## src/rtl/mfp_adc_max10_avg.sv

```systemverilog
// Oversampling/averaging stage on the MAX10 ADC response stream: one averaged beat per channel per round.
// Define ADC_AVG_ROUND_EN to round complete-cell averages half up instead of truncating.
module mfp_adc_max10_avg #(
  parameter  int LOG2_SAMPLES = 2,
  parameter  int DATA_WIDTH   = 12,
  localparam int RW           = (LOG2_SAMPLES > 0) ? LOG2_SAMPLES : 1
) (
  input  logic                  CLK,
  input  logic                  RESETn,
  input  logic                  in_Valid,
  input  logic [4:0]            in_Channel,
  input  logic [DATA_WIDTH-1:0] in_Data,
  input  logic                  in_SOP,
  input  logic                  in_EOP,
  input  logic                  avg_clear,
  output logic                  out_Valid,
  output logic [4:0]            out_Channel,
  output logic [DATA_WIDTH-1:0] out_Data,
  output logic                  out_SOP,
  output logic                  out_EOP,
  output logic [RW-1:0]         round_idx
);

  localparam int NCELL = 7;
  localparam int AW    = DATA_WIDTH + LOG2_SAMPLES + 1;
  localparam int CW    = LOG2_SAMPLES + 1;
  localparam logic [RW-1:0] RND_LAST = RW'((1 << LOG2_SAMPLES) - 1);
  localparam logic [CW-1:0] CNT_FULL = CW'((1 << LOG2_SAMPLES) - 1);

  logic [AW-1:0]         acc_q [NCELL];
  logic [AW-1:0]         acc_d [NCELL];
  logic [CW-1:0]         cnt_q [NCELL];
  logic [CW-1:0]         cnt_d [NCELL];
  logic [RW-1:0]         rnd_q, rnd_d;
  logic                  out_valid_q, out_valid_d;
  logic [4:0]            out_ch_q, out_ch_d;
  logic [DATA_WIDTH-1:0] out_data_q, out_data_d;
  logic                  out_sop_q, out_sop_d;
  logic                  out_eop_q, out_eop_d;

  logic                  cell_hit;
  logic [2:0]            cell_idx;
  logic                  final_pkt;
  logic [AW:0]           sum, sum_r;
  logic [DATA_WIDTH-1:0] avg;

  // Channels 1..6 map to cells 0..5, channel 17 (temperature sensor) to cell 6.
  always_comb begin
    cell_hit = 1'b1;
    cell_idx = 3'd0;
    case (in_Channel)
      5'd1, 5'd2, 5'd3, 5'd4, 5'd5, 5'd6: cell_idx = in_Channel[2:0] - 3'd1;
      5'd17:                              cell_idx = 3'd6;
      default:                            cell_hit = 1'b0;
    endcase
  end

  assign final_pkt = (rnd_q == RND_LAST);
  assign sum       = {1'b0, acc_q[cell_idx]} + (AW+1)'(in_Data);

`ifdef ADC_AVG_ROUND_EN
  localparam logic [AW:0] HALF = (AW+1)'((LOG2_SAMPLES > 0) ? (1 << (LOG2_SAMPLES - 1)) : 0);
  assign sum_r = sum + HALF;
`else
  assign sum_r = sum;
`endif

  assign avg = DATA_WIDTH'(sum_r >> LOG2_SAMPLES);

  always_comb begin
    acc_d       = acc_q;
    cnt_d       = cnt_q;
    rnd_d       = rnd_q;
    out_valid_d = 1'b0;
    out_ch_d    = 5'd0;
    out_data_d  = '0;
    out_sop_d   = 1'b0;
    out_eop_d   = 1'b0;
    if (avg_clear) begin
      for (int i = 0; i < NCELL; i++) begin
        acc_d[i] = '0;
        cnt_d[i] = '0;
      end
      rnd_d = '0;
    end else if (in_Valid) begin
      if (in_EOP) rnd_d = final_pkt ? '0 : rnd_q + RW'(1);
      if (final_pkt) begin
        out_valid_d = 1'b1;
        out_ch_d    = in_Channel;
        out_sop_d   = in_SOP;
        out_eop_d   = in_EOP;
        out_data_d  = (cell_hit && cnt_q[cell_idx] == CNT_FULL) ? avg : in_Data;
        if (cell_hit) begin
          acc_d[cell_idx] = '0;
          cnt_d[cell_idx] = '0;
        end
        // Closing EOP empties every cell so the next round starts clean.
        if (in_EOP) begin
          for (int i = 0; i < NCELL; i++) begin
            acc_d[i] = '0;
            cnt_d[i] = '0;
          end
        end
      end else if (cell_hit) begin
        acc_d[cell_idx] = acc_q[cell_idx] + AW'(in_Data);
        if (cnt_q[cell_idx] != '1) cnt_d[cell_idx] = cnt_q[cell_idx] + CW'(1);
      end
    end
  end

  always_ff @(posedge CLK) begin
    if (!RESETn) begin
      for (int i = 0; i < NCELL; i++) begin
        acc_q[i] <= '0;
        cnt_q[i] <= '0;
      end
      rnd_q       <= '0;
      out_valid_q <= 1'b0;
      out_ch_q    <= 5'd0;
      out_data_q  <= '0;
      out_sop_q   <= 1'b0;
      out_eop_q   <= 1'b0;
    end else begin
      acc_q       <= acc_d;
      cnt_q       <= cnt_d;
      rnd_q       <= rnd_d;
      out_valid_q <= out_valid_d;
      out_ch_q    <= out_ch_d;
      out_data_q  <= out_data_d;
      out_sop_q   <= out_sop_d;
      out_eop_q   <= out_eop_d;
    end
  end

  assign out_Valid   = out_valid_q;
  assign out_Channel = out_ch_q;
  assign out_Data    = out_data_q;
  assign out_SOP     = out_sop_q;
  assign out_EOP     = out_eop_q;
  assign round_idx   = rnd_q;

endmodule
```

## config.mk

```make
export PLATFORM = sky130hd
export DESIGN_NAME = mfp_adc_max10_avg
export DESIGN_NICKNAME = d
export VERILOG_FILES = /design/src/rtl/mfp_adc_max10_avg.sv
export SDC_FILE = /design/constraint.sdc
export NUM_CORES = 1
export LEC_CHECK = 0
export BUFFER_PORTS_ARGS = -buffer_cell sky130_fd_sc_hd__clkbuf_2
export CAP_MARGIN = 20
export CORE_UTILIZATION = 30
export CTS_BUF_LIST = sky130_fd_sc_hd__clkbuf_4
export DETAILED_ROUTE_END_ITERATION = 12
export HOLD_SLACK_MARGIN = 0.08
export SYNTH_ARGS = -nofsm -noshare
export SYNTH_HDL_FRONTEND = slang
export SYNTH_SLANG_ARGS = --single-unit
```

## constraint.sdc

```tcl
create_clock -name CLK -period 9.1 [get_ports CLK]
set_input_delay 0.455 -clock CLK [delete_from_list [all_inputs] [get_ports CLK]]
set_output_delay 0.455 -clock CLK [all_outputs]
set_load 0.01 [all_outputs]
```

; ---- After elaboration in Yosys (flattened, before gate mapping)
; Cells that the tools add are included.
[classes]
bitwise_logic = 8
reduce_logical = 13
n_eq_ne = 10
n_mux = 26
n_addsub = 5
n_lt_le_gt_ge = 2
[op_table]
columns = operator, count
row1 = 105-bit 2-to-1 mux, 4
row2 = 105-bit AND, 1
row3 = 105-bit bitwise mux, 1
row4 = 21-bit 2-to-1 mux, 5
row5 = 105-bit NOT, 1
row6 = 15-bit binary-select mux with 3-bit select, 1
row7 = 15-bit demux with 3-bit select, 1
row8 = 15-bit 2-to-1 mux, 3
row9 = 21-bit AND, 1
row10 = 21-bit bitwise mux, 1
row11 = 21-bit NOT, 1
row12 = 15-bit by 12-bit adder with 15-bit output, 1
row13 = 5-bit by 3-bit == test with 1-bit output (second input constant), 3
row14 = 14-bit by 12-bit adder with 14-bit output, 1
row15 = 12-bit 2-to-1 mux, 1
row16 = 5-bit by 2-bit == test with 1-bit output (second input constant), 2
row17 = 3-bit binary-select mux with 3-bit select, 1
row18 = 3-bit demux with 3-bit select, 1
row19 = 3-bit 2-to-1 mux, 3
row20 = 7-bit OR reduction, 1
row21 = 3-bit one-hot mux with 2 select lines, 1
row22 = 2-bit nonzero test, 3
row23 = 6-bit OR reduction, 1
row24 = 5-bit by 1-bit == test with 1-bit output (second input constant), 1
row25 = 20 further kinds, 24
[word_totals]
wordCells = 84
regBits = 148
input_bits = 23

; ---- Logic depth before layout (Yosys ltp)
[logic_depth]
word_depth = 13
ltp_mapped = 20
mapped_depth_nobuf = 16

; ---- Worst setup path before layout
; Ideal clock, no wire load.
[synth_path]
kind = input -> register
from = in in_Channel[0]
to = reg acc_q[27] in the netlist's numbering
slack_ps = 4651
required_ps = 8972
setup_time_ps = 128
arrival_time_ps = 4322
path_stages = 20
path_cell_list = buf_2 inv_1 ha_1 mux2i_4 a211o_1 buf_4 or3_1 buf_6 clkbuf_1 o21ai_0 nor3_1 ha_1 fa_1 a21o_1 a21oi_1 o21ai_0 a41oi_1 xnor2_2 a22oi_1 nor2_1
[synth_via]
elab_chain_len = 13
[synth_rtl]
columns = item, line
row1 = "start, declared", 11  ; input logic [4:0] in_Channel,
row2 = branches (longest 13 deep; another with 15-bit by 12-bit adder with 15-bit output), -
row3 = "end signal, assigned by index", 114  ; acc_q[i] <= '0;
row4 = "end signal, assigned", 124  ; acc_q <= acc_d;
row5 = "end, declared", 30  ; logic [AW-1:0] acc_q [NCELL];
; Parallel ways; which one is timed is not known. The select of a mux whose other input is x is not followed.
; A chain may end at the register's enable or synchronous reset.

; ---- Final worst setup path
[layout_path]
from = in in_Channel[0]
to = reg acc_q[26] in the netlist's numbering
; Same word-level chain as after synthesis.

==> results_dict.tcl <==
set metrics [dict create \
    status "completed" \
    timing.critical_path.from "in_Channel[0]" \
    viasPerCell 5.364 \
    clk_pin_slew_worst_paths_ns 0.12 \
    syn-mean-instance-area_sq_um 8.760 \
    share_of_post_route_cells_with_drive_strength_above_1_pct 13.22 \
    cts-hold-fix-buffers 1 \
    drt-pass1-iter-count 6 \
    fmaxAchievable_mhz 195.3 \
    cellLeakagePower_uw 0.002714 \
    arrival_ns 5.62 \
    first_global_vias 5413 \
    grt_antenna_before_repair 1 \
    cts_inserted_buffers 17 \
    finalMaxSlewViolations 0 \
    layout.nets 828 \
    boundaryPins 45 \
    synth_top_cell_area_share_pct 42.51 \
    simple_gate_share_of_the_synthesized_area_pct 17.77 \
    finalCriticalPeriod_ns 5.120 \
    drtIter0Drc 489 \
    grt_pass1_wl_um 29190 \
    dieWidth_um 150.8 \
    fp.coreArea_sq_um 21760 \
    worstSetupEndpointType "flip-flop" \
    place_area_sq_um 7058 \
    die_h_um 150.8 \
    gp_congestion 0.9258 \
    max-slew-margin-rel_pct 36.53 \
    io_buffer_count 44 \
    dp.final_hpwl_um 12180 \
    synthMuxAreaShare_pct 5.351 \
    holdCritPathClass "input pin to flip-flop" \
    synth.lib_cells_used.distinct 59 \
    timing.clock.skew_ns 0.02921 \
    ctsRootBufferMaster "clkbuf_4" \
    placement_rows 54 \
    grt_setup_unrepaired "no" \
    ff2ff_path_depth 12 \
    final.setup.tns_ns 0 \
    final_cell_area_sq_um 7361 \
    comb_power_share_pct 13.7 \
    r2r_start "acc_q[61]" \
    regArea_sq_um 2823 \
    synthTopCellsByArea "dfxtp_1, a22oi_1, nor2_1" \
    async_flop_share_pct 0 \
    crit_fanout 18 \
    grt_overflow 0 \
    pin_count_of_the_biggest_net_entering_global_routing 80 \
    route.vias.total 5766 \
    cts_setup_buffers 0 \
    power.sequential.fraction_pct 51.3 \
    drc_errors 0 \
    number_of_buffers_between_clock_root_and_the_deepest_sink 2 \
    crit-reg2reg-capture "acc_q[26]" \
    n_fill_cell 2312 \
    worstPathBufferInverterCount 2 \
    cellInternalPower_uw 859.2 \
    arithmetic_cell_share_of_the_synthesized_area_counting_full_adders_half_adders_and_majority_gates_pct 4.447 \
    setup.worst_path.class "input pin to flip-flop" \
    post_cts.resized_instances 0 \
    synth_enable_flop_cells 0 \
    ys.warnings.count 0 \
    cp_num_cells 16 \
    slowest_delay_ns 0.87 \
    maxCapViolCount 0 \
    flip_flop_and_latch_count_after_synthesis 141 \
    synth_compound_gate_area_share_pct 24.10 \
    hold_viol 0 \
    yosysTopAreaCell "dfxtp_1" \
    synthToLayoutAreaGrowth_pct 10.85 \
    fin_crit_sh_pct 56.27 \
    dominantRegCellSynth "dfxtp_1" \
    post-place-cells 1042 \
    multi_input_comb_area_sq_um 3567 \
    wl_um 18240 \
    syn_inst 758 \
    main_combinational_cell_family_by_area_after_synthesis "compound AO/OA/AOI/OAI gates" \
    worstSetupEndpoint "acc_q[26]" \
    worst_pin_slew_ns 0.9453 \
    switchingPower_uw 347.4 \
    clock_latency_of_the_later_clocked_register_in_the_worst_skew_pair_ns 0.57 \
    final-instance-count-excl-fill 1075 \
    switching_share_pct 28.79 \
    synthesis.area_sq_um 6640 \
    wl_per_cell_um 16.97 \
    ant_nets 0 \
    irDropWorstVdd_mv 0.07482 \
    cts_htree_levels 4 \
    power_per_cell_area_nw_per_um2 163.9 \
    mappedNetlistNets 804 \
    worst-r2r-setup-slack_ns 5.73 \
    timing.critical_path.from_type "input pin" \
    crit_chain "clkbuf_2 -> inv_1 -> ha_1 -> nor2_1 -> a211o_1 -> or3_1 -> o21ai_0 -> nor3_1 -> ha_1 -> a211oi_1 -> nor3_1 -> o211ai_1 -> a21oi_1 -> a2111oi_2 -> a22oi_1 -> nor2_1" \
    hold_depth 2 \
    setup_violations 0 \
    critPathSlowestCell "a2111oi_2" \
    worst-endpoint-required_ns 9.60 \
    fp.dieArea_sq_um 22730 \
    start_util_pct 30.52 \
    post_synth_xor_area_fraction_pct 1.941 \
    cts_num_sinks 141 \
    clock_power_share_pct 35.0 \
    worst_path_dominant_cell_family "compound AO/OA/AOI/OAI gates" \
    globalRouteTotalUtil_pct 16.76 \
    tritoncts "yes" \
    synth-seq-area-share_pct 42.51 \
]
## cells in the mapped netlist (2+ instances only)
| master | instances |
|---|---|
| a2111oi_2 | 2 |
| a211oi_1 | 4 |
| a21o_1 | 6 |
| a21oi_1 | 40 |
| a22oi_1 | 119 |
| a32oi_1 | 7 |
| and2_1 | 7 |
| buf_1 | 3 |
| buf_2 | 11 |
| buf_4 | 3 |
| buf_6 | 2 |
| clkbuf_1 | 29 |
| dfxtp_1 | 141 |
| ha_1 | 22 |
| inv_1 | 10 |
| mux2_2 | 2 |
| mux2i_1 | 31 |
| nand2_1 | 45 |
| nand2_4 | 2 |
| nand2b_1 | 5 |
| nand3_1 | 14 |
| nor2_1 | 143 |
| nor2_2 | 4 |
| nor2b_1 | 6 |
| nor3_1 | 21 |
| nor3_4 | 2 |
| nor4_1 | 2 |
| o211ai_1 | 3 |
| o21a_1 | 3 |
| o21ai_0 | 23 |
| o21ai_1 | 7 |
| o31ai_1 | 2 |
| or3_1 | 2 |
| xnor2_1 | 8 |
| xor2_1 | 3 |
## state kept, by name, summed over array words and instances, names as in the netlist
register and flops:
out_Channel 5, acc_q 98, out_SOP 1, out_EOP 1
cnt_q 21, out_Valid 1, out_Data 12, round_idx 2
## per-stage QoR
step,setup WS [ns],utilization (%),hold WS [ns],total power (uW)
global placement,3.563,32.44,0.4422,796.4
CTS,4.005,33.82,0.09609,1215
floorplan,4.651,-,0.4361,746.4
finish,3.980,33.83,0.1392,1207
detailed placement,3.398,32.44,0.4495,794.9
global route,3.444,33.83,0.1119,1254
## power groups by stage
stage	combinational (uW)	sequential [uW]	clock, uW
floorplan	113	633	0
global placement	163	633	0
detailed placement	162	633	0
CTS	163	619	434
global route	179	620	456
finish	165	619	422
## how the worst min path moves through the flow
stage | to | start
floorplan | acc_q[28] | acc_q[28]
detailed placement | acc_q[43] | acc_q[43]
CTS | out_Data[2] | in_Data[2]
finish | out_Channel[3] | in_Channel[3]
global route | out_Data[2] | in_Data[2]
global placement | acc_q[58] | acc_q[58]
## worst reg2reg max path, cell delays in order (launching register included)
cell	delay (ns)
dfxtp_1	0.35
mux2i_1	0.07
a22oi_1	0.23
o21ai_0	0.12
nor3_1	0.34
ha_1	0.32
a211oi_1	0.26
nor3_1	0.10
o211ai_1	0.21
a21oi_1	0.12
a2111oi_2	0.87
a22oi_1	0.20
nor2_1	0.14
## placed cells by master, fill, tap and decap left out, types with 8 or more instances in the layout
master / netlist / layout
clkbuf_2: 0 / 44
nand3_1: 14 / 14
xnor2_1: 8 / 8
nand2_1: 45 / 45
a22oi_1: 119 / 119
buf_4: 3 / 8
nor2_1: 143 / 143
ha_1: 22 / 22
inv_1: 10 / 10
o21ai_0: 23 / 23
a21oi_1: 40 / 40
clkbuf_4: 0 / 19
nor3_1: 21 / 21
mux2i_1: 31 / 31
dfxtp_1: 141 / 141
## cell families (layout without fill, tap and decap cells)
group / after synthesis / after routing
simple gates: 262 / 262
compound gates: 227 / 227
flops: 141 / 141
buf+inv: 58 / 94
mux: 34 / 34
fa+ha+maj: 23 / 23
xor+xnor: 13 / 13
other cells: 0 / 1
## routing by layer
| metal | vias to the layer above | GRT usage (%) | wire length (um) | part of all wire (%) |
|---|---|---|---|---|
| li1 | 2798 | - | - | - |
| met1 | 2747 | 23.51 | 8795 | 48 |
| met2 | 201 | 24.89 | 7951 | 44 |
| met3 | 20 | 3.584 | 1231 | 6.7 |
| met4 | 0 | 6.450 | 262 | 1.4 |
| met5 | - | 0 | 0 | 0 |
## layout make-up
class,count,share of cell area [%]
clock inverters,12,2.006
flip-flops and latches,141,38.35
well taps,280,4.759
clock buffers,19,1.938
inverters,10,0.5099
multi-input cells,559,48.46
diodes,1,0.03400
repair buffers,53,3.944
No activity file was read; power rests on OpenSTA's default activity.
